<file path="src/rtl/audio_recorder.sv">
// audio_recorder: capture path from the audio controller's ADC FIFO into a
// single-port sample RAM.
//
// The block pops frames from the controller, averages left and right into one
// mono sample, and keeps 1 of every DECIMATE frames. Each kept sample is
// written to the next RAM address. sample_count reports the recorded length,
// so the playback path can replay exactly that many samples.
//
// Ports:
//   CLOCK_50               system clock, rising edge
//   reset                  asynchronous, active-high; clears all state
//   record_enable          level request to record
//   audio_in_available     controller FIFO holds at least one frame
//   left_channel_audio_in  signed left sample
//   right_channel_audio_in signed right sample
//   read_audio_in          one-cycle pop strobe to the controller
//   ram_wraddr             RAM write address
//   ram_wrdata             RAM write data (mono, truncated)
//   ram_wren               RAM write enable, one-cycle pulse
//   recording              high while in REC
//   done                   high while in DONE
//   sample_count           samples written in the current/last take
module audio_recorder #(
  parameter int unsigned AUDIO_DATA_WIDTH = 32,
  parameter int unsigned SAMPLE_WIDTH     = 16,
  parameter int unsigned ADDR_WIDTH       = 18,
  parameter int unsigned RAM_SIZE         = 156151,
  parameter int unsigned DECIMATE         = 8
) (
  input  logic                        CLOCK_50,
  input  logic                        reset,
  input  logic                        record_enable,
  input  logic                        audio_in_available,
  input  logic [AUDIO_DATA_WIDTH-1:0] left_channel_audio_in,
  input  logic [AUDIO_DATA_WIDTH-1:0] right_channel_audio_in,
  output logic                        read_audio_in,
  output logic [ADDR_WIDTH-1:0]       ram_wraddr,
  output logic [SAMPLE_WIDTH-1:0]     ram_wrdata,
  output logic                        ram_wren,
  output logic                        recording,
  output logic                        done,
  output logic [ADDR_WIDTH:0]         sample_count
);

  localparam int unsigned DW = (DECIMATE > 1) ? $clog2(DECIMATE) : 1;
  localparam int unsigned CW = ADDR_WIDTH + 1;
  localparam int unsigned SW = AUDIO_DATA_WIDTH + 1;

  typedef enum logic [1:0] {
    IDLE = 2'd0,
    REC  = 2'd1,
    DONE = 2'd2
  } state_t;

  state_t            state;
  state_t            next_state;
  logic [DW-1:0]     decim_cnt;

  logic              accept_c;
  logic              keep_c;
  logic              full_c;
  logic              start_c;
  logic [SW-1:0]     sum_c;
  logic [SAMPLE_WIDTH-1:0] mixed_c;

  // A frame is taken whenever one is offered and we did not pop last cycle,
  // in every state, so the controller FIFO keeps draining.
  assign accept_c = audio_in_available && !read_audio_in;

  // Take is full once RAM_SIZE samples are written; no address past RAM_SIZE-1.
  assign full_c = (sample_count >= CW'(RAM_SIZE));

  // Only the first frame of each decimation group is stored. Independent of
  // record_enable, so a keep accepted as recording stops still gets written.
  assign keep_c = accept_c && (state == REC) && (decim_cnt == '0) && !full_c;

  assign start_c = (state == IDLE) && (next_state == REC);

  // Sign-extended sum, then >>>1 and take the top SAMPLE_WIDTH bits of the
  // average; together that is the top SAMPLE_WIDTH bits of the sum.
  assign sum_c   = {left_channel_audio_in[AUDIO_DATA_WIDTH-1], left_channel_audio_in}
                 + {right_channel_audio_in[AUDIO_DATA_WIDTH-1], right_channel_audio_in};
  assign mixed_c = SAMPLE_WIDTH'(sum_c >> (SW - SAMPLE_WIDTH));

  // State register.
  always_ff @(posedge CLOCK_50 or posedge reset) begin
    if (reset) begin
      state <= IDLE;
    end else begin
      state <= next_state;
    end
  end

  // Next-state logic.
  always_comb begin
    next_state = state;
    unique case (state)
      IDLE: begin
        if (record_enable) begin
          next_state = REC;
        end
      end
      REC: begin
        if (!record_enable || full_c) begin
          next_state = DONE;
        end
      end
      DONE: begin
        if (!record_enable) begin
          next_state = IDLE;
        end
      end
      default: next_state = IDLE;
    endcase
  end

  // Handshake, status flags and RAM write datapath.
  always_ff @(posedge CLOCK_50 or posedge reset) begin
    if (reset) begin
      read_audio_in <= 1'b0;
      ram_wren      <= 1'b0;
      ram_wraddr    <= '0;
      ram_wrdata    <= '0;
      recording     <= 1'b0;
      done          <= 1'b0;
      sample_count  <= '0;
      decim_cnt     <= '0;
    end else begin
      read_audio_in <= accept_c;
      ram_wren      <= keep_c;
      recording     <= (next_state == REC);
      done          <= (next_state == DONE);

      if (start_c) begin
        ram_wraddr   <= '0;
        sample_count <= '0;
        decim_cnt    <= '0;
      end else begin
        if ((state == REC) && accept_c) begin
          if (decim_cnt == DW'(DECIMATE - 1)) begin
            decim_cnt <= '0;
          end else begin
            decim_cnt <= decim_cnt + DW'(1);
          end
        end
        if (keep_c) begin
          ram_wraddr   <= ADDR_WIDTH'(sample_count);
          ram_wrdata   <= mixed_c;
          sample_count <= sample_count + CW'(1);
        end
      end
    end
  end

endmodule

</file>
<file path="config.mk">
export PLATFORM = sky130hd
export DESIGN_NAME = audio_recorder
export DESIGN_NICKNAME = d
export VERILOG_FILES = /design/src/rtl/audio_recorder.sv
export SDC_FILE = /design/constraint.sdc
export NUM_CORES = 1
export LEC_CHECK = 0
export BUFFER_PORTS_ARGS = -buffer_cell sky130_fd_sc_hd__buf_2
export CORE_ASPECT_RATIO = 1.25
export CORE_MARGIN = 4
export CORE_UTILIZATION = 51
export CTS_BUF_LIST = sky130_fd_sc_hd__clkbuf_4 sky130_fd_sc_hd__clkbuf_8
export DETAILED_ROUTE_END_ITERATION = 8
export HOLD_SLACK_MARGIN = 0.06
export PLACE_DENSITY = 0.77
export SLEW_MARGIN = 20
export SYNTH_ARGS = -nofsm -noshare
export SYNTH_HDL_FRONTEND = slang
export SYNTH_SLANG_ARGS = --single-unit
</file>
<file path="constraint.sdc">
create_clock -name CLOCK_50 -period 5.1 [get_ports CLOCK_50]
set_input_delay 0.51 -clock CLOCK_50 [delete_from_list [all_inputs] [get_ports CLOCK_50]]
set_output_delay 0.51 -clock CLOCK_50 [all_outputs]
set_load 0.01 [all_outputs]
</file>
==> impl_metrics.prom <==
# TYPE chip_impl_metric gauge
chip_impl_metric{name="reg2reg_setup_slack",unit="ns"} 2.22
chip_impl_info{name="crit_path_start",value="sample_count[0]$_DFFE_PP0P_"} 1
chip_impl_info{name="synth_top_family_by_area",value="simple AND/OR/NAND/NOR gates"} 1
chip_impl_metric{name="post_synth_fa_ha_maj_area_fraction",unit="%"} 12.0
chip_impl_metric{name="post_cts_resized",unit=""} 0
chip_impl_metric{name="number_of_filler_cells_placed_in_the_layout",unit=""} 598
chip_impl_metric{name="drt-wirelength-per-cell",unit="µm"} 14.7
chip_impl_metric{name="cap_violations",unit=""} 0
chip_impl_metric{name="insertion_delay",unit="ns"} 0.34
chip_impl_metric{name="ys_seq_elements",unit=""} 62
chip_impl_metric{name="rows",unit=""} 34
chip_impl_info{name="crit_path_top_delay_cell",value="inv_1"} 1
chip_impl_metric{name="post-route-period-util",unit="%"} 56.5
chip_impl_metric{name="finalWeightedCongestion",unit=""} 0.852
chip_impl_metric{name="report.final.hold_viol_count",unit=""} 0
chip_impl_metric{name="synth_xor_xnor_area_share",unit="%"} 5.28
chip_impl_metric{name="worst-path-buf-inv",unit=""} 1
chip_impl_metric{name="rr_worst_depth",unit=""} 10
chip_impl_metric{name="post-cts-setup-buffer-count",unit=""} 0
chip_impl_metric{name="firstDrtPassIters",unit=""} 4
chip_impl_metric{name="cp_num_cells",unit=""} 10
chip_impl_info{name="startpoint_type",value="flop"} 1
chip_impl_info{name="critical_path.reg2reg.startpoint",value="sample_count[0]$_DFFE_PP0P_"} 1
chip_impl_metric{name="first_pass_grt_wire_length",unit="µm"} 15000
chip_impl_info{name="worst_setup_end_kind",value="flop"} 1
chip_impl_metric{name="floorplan.die_area",unit="mm²"} 0.00858
chip_impl_metric{name="post_drt_via_cell_ratio",unit=""} 5.47
chip_impl_metric{name="setup_tns",unit="ns"} 0
chip_impl_info{name="synth_most_common_cell",value="nand2_1"} 1
chip_impl_metric{name="power_report.internal_total",unit="mW"} 1.03
chip_impl_metric{name="p_clk_share",unit="%"} 32.1
chip_impl_metric{name="ioPinCount",unit=""} 125
chip_impl_metric{name="fin_worst_hold_slack",unit="ns"} 0.401
chip_impl_metric{name="multiplexer_fraction_of_the_synthesized_cell_area",unit="%"} 0.274
chip_impl_metric{name="clk_pin_slew_worst_paths",unit="ns"} 0.07
chip_impl_metric{name="grt_pass1_vias",unit=""} 3297
chip_impl_info{name="critPathKind",value="reg2reg"} 1
chip_impl_metric{name="synthToLayoutAreaGrowth",unit="%"} 25.2
chip_impl_metric{name="grt_max_degree",unit=""} 63
chip_impl_metric{name="cts_buffer_depth",unit=""} 2
chip_impl_metric{name="number_of_enable_flip_flop_cells_after_synthesis",unit=""} 0
chip_impl_metric{name="critPathRequiredTime",unit="ns"} 5.32
chip_impl_metric{name="max_stage_delay",unit="ns"} 0.59
chip_impl_metric{name="drtIter0Drc",unit=""} 210
chip_impl_metric{name="static-leakage-power",unit="nW"} 2.50
chip_impl_metric{name="detailed_place.area",unit="mm²"} 0.00435
chip_impl_metric{name="layout.cell_area.non_filler",unit="mm²"} 0.00457
chip_impl_metric{name="synthesis.area",unit="mm²"} 0.00365
chip_impl_metric{name="portBuffers",unit=""} 124
chip_impl_info{name="synth.area.top_cells",value="dfrtp_1, ha_1, nand2_1, nand3_1, nor2_1"} 1
chip_impl_metric{name="finalSetupViolations",unit=""} 0
chip_impl_metric{name="avgSynthCellArea",unit="µm²"} 9.23
chip_impl_metric{name="wl",unit="µm"} 9050
chip_impl_metric{name="pre_cts_ws",unit="ns"} 2.19
chip_impl_metric{name="num_antenna_cells",unit=""} 0
chip_impl_metric{name="min_period",unit="ns"} 2.88
chip_impl_metric{name="overflow",unit=""} 0
chip_impl_metric{name="floorplan.initialDensity",unit="%"} 52.3
chip_impl_info{name="endpoint",value="sample_count[9]$_DFFE_PP0P_"} 1
chip_impl_metric{name="cts_num_sinks",unit=""} 62
chip_impl_info{name="netlist.top_cell.by_area",value="dfrtp_1"} 1
chip_impl_metric{name="worst_pin_slew",unit="ns"} 0.782
chip_impl_metric{name="critPathArrivalTime",unit="ns"} 3.10
chip_impl_metric{name="combinational_share_of_power",unit="%"} 26.2
chip_impl_metric{name="postRouteAntennaNets",unit=""} 0
chip_impl_metric{name="postSynthNetCount",unit=""} 498
chip_impl_metric{name="fmaxAchievable",unit="MHz"} 347
chip_impl_metric{name="remaining_drc_errors",unit=""} 0
chip_impl_info{name="tritoncts",value="yes"} 1
chip_impl_metric{name="fp.dieH",unit="µm"} 103
chip_impl_metric{name="nets",unit=""} 623
chip_impl_metric{name="grtUsageTotal",unit="%"} 21.2
chip_impl_metric{name="sw_frac_of_total",unit="%"} 31.0
chip_impl_metric{name="power.ir.vdd_worst",unit="µV"} 197
chip_impl_metric{name="seq_power_share",unit="%"} 41.7
chip_impl_info{name="rsz_0062_raised_after_global_routing",value="no"} 1
chip_impl_metric{name="slew-limit-headroom",unit="%"} 47.9
chip_impl_metric{name="cts_hold_buffers",unit=""} 0
chip_impl_metric{name="ys.warnings.count",unit=""} 0
chip_impl_info{name="worstReg2RegEnd",value="sample_count[9]$_DFFE_PP0P_"} 1
chip_impl_info{name="run_status",value="finished, final reports clean"} 1
chip_impl_metric{name="slew_viol_final",unit=""} 0
chip_impl_info{name="ys_top_cells_by_count",value="nand2_1, dfrtp_1, ha_1"} 1
chip_impl_info{name="cpLargestDelayFamily",value="compound AO/OA/AOI/OAI gates"} 1
chip_impl_metric{name="power.total",unit="mW"} 1.50
chip_impl_metric{name="ys_seq_area_share",unit="%"} 42.5
chip_impl_info{name="synth_flop_cell",value="dfrtp_1"} 1
chip_impl_metric{name="post_route_cells_drive_above_1_share",unit="%"} 29.0
chip_impl_metric{name="synth_cells",unit=""} 395
chip_impl_info{name="path_common_cell",value="o211ai_1"} 1
chip_impl_metric{name="fin_ws",unit="ns"} 2.22
chip_impl_metric{name="antenna_found_initial",unit=""} 0
chip_impl_info{name="class_of_the_tightest_hold_or_removal_check",value="in2async"} 1
chip_impl_metric{name="synth_cell_type_count",unit=""} 47
chip_impl_metric{name="htree_num_levels",unit=""} 3
chip_impl_info{name="clk_root_buffer_cell",value="clkbuf_8"} 1
chip_impl_metric{name="power-per-cell-area",unit="mW/mm²"} 327
chip_impl_metric{name="dpl.hpwl",unit="µm"} 6720
chip_impl_metric{name="switchingPower",unit="µW"} 464
chip_impl_info{name="timing.critical_path.cells",value="ha_1 > a21o_1 > a21oi_1 > o21ai_1 > a311oi_1 > o211ai_1 > inv_1 > nand2_1 > o211ai_1 > o31ai_1"} 1
chip_impl_metric{name="critical_path.max_fanout",unit=""} 25
chip_impl_metric{name="fin_worst_skew",unit="ns"} 0.0116
chip_impl_metric{name="num_vias",unit=""} 3359
chip_impl_metric{name="numCtsBuffers",unit=""} 9
chip_impl_metric{name="synth_largest_type_area_fraction",unit="%"} 42.5
chip_impl_metric{name="synth_async_reset_ratio",unit="%"} 100
chip_impl_metric{name="synth_simple_gate_area_share",unit="%"} 20.8
chip_impl_metric{name="fp.dieW",unit="µm"} 83.6
chip_impl_metric{name="compound_gate_portion_of_the_synthesized_area",unit="%"} 16.5
chip_impl_metric{name="design.core.area",unit="mm²"} 0.00698
-- worst min-delay path by stage --
| stage | to | slack, ns | depth (start not counted) |
|---|---|---|---|
| after CTS | ram_wraddr[12]$_DFFE_PP0P_ | 0.42 | 3 |
| final | ram_wraddr[12]$_DFFE_PP0P_ | 0.40 | 3 |
| after floorplan | read_audio_in$_DFF_PP0_ | 0.48 | 1 |
| after global placement | read_audio_in$_DFF_PP0_ | 0.42 | 1 |
| after global routing | read_audio_in$_DFF_PP0_ | 0.43 | 2 |
| after detailed placement | read_audio_in$_DFF_PP0_ | 0.43 | 1 |
-- kinds of logic (layout without fill, tap and decap cells) --
group / Yosys count / after routing
adders and majority gates: 35 / 35
AOI/OAI and AO/OA: 86 / 86
muxes: 1 / 1
buffers and inverters: 24 / 153
and+or+nand+nor: 165 / 165
xor gates and xnor gates: 22 / 22
DFF: 62 / 62
-- power groups by stage --
| stage | Clock [mW] | Sequential [mW] | Combinational [mW] |
|---|---|---|---|
| floorplan | 0 | 0.655 | 0.205 |
| global placement | 0 | 0.626 | 0.382 |
| detailed placement | 0 | 0.631 | 0.394 |
| CTS | 0.491 | 0.623 | 0.397 |
| global route | 0.515 | 0.632 | 0.437 |
| finish | 0.480 | 0.623 | 0.392 |
-- per-stage QoR --
stage	instances	utilization [%]
2_1_floorplan	395	-
3_3_place_gp	599	62.3
3_5_place_dp	599	62.3
4_1_cts	614	65.5
5_1_grt	614	65.5
6_report	614	65.5
-- tightest hold or removal path, delay by kind of cell --
| family | cells | cell delay, ns |
|---|---|---|
| buf+inv | 3 | 0.74 |
-- layout make-up --
cell class / instances / area, µm² / area share, %
multi-input cells: 309 / 2000 / 43.7
flip-flops and latches: 62 / 1550 / 34.0
repair buffers: 127 / 643 / 14.1
clock buffers: 11 / 151 / 3.31
well taps: 90 / 113 / 2.47
clock inverters: 4 / 70.1 / 1.53
inverters: 11 / 41.3 / 0.904
-- sequential cells by signal, indices dropped and copies added (netlist names) --
register / count
ram_wraddr: 18
recording: 1
decim_cnt: 3
read_audio_in: 1
ram_wren: 1
done: 1
ram_wrdata: 16
state: 2
sample_count: 19
-- cell usage in the layout (no fill, tap or decap), types with 3 or more instances in the layout --
cell type    n
a21o_1      10
a21oi_1     16
a22o_1       3
a31oi_1      4
and3_1       7
buf_2      124
buf_4        3
clkbuf_8    11
dfrtp_1     62
ha_1        35
inv_1       10
nand2_1     65
nand3_1     31
nand4_1      6
nor2_1      31
nor2b_1      4
nor3_1       7
nor3b_1      3
o211ai_1     5
o21a_1       3
o21ai_0     21
o31ai_1      6
xnor2_1     13
xor2_1       9
-- metal layers --
| metal | wire length [µm] | GRT usage (%) |
|---|---|---|
| met1 | 3690 | 25.2 |
| met2 | 4640 | 37.8 |
| met3 | 479 | 4.16 |
| met4 | 237 | 8.91 |
| met5 | 0 | 0 |
Power figures use the tool's default switching activity.
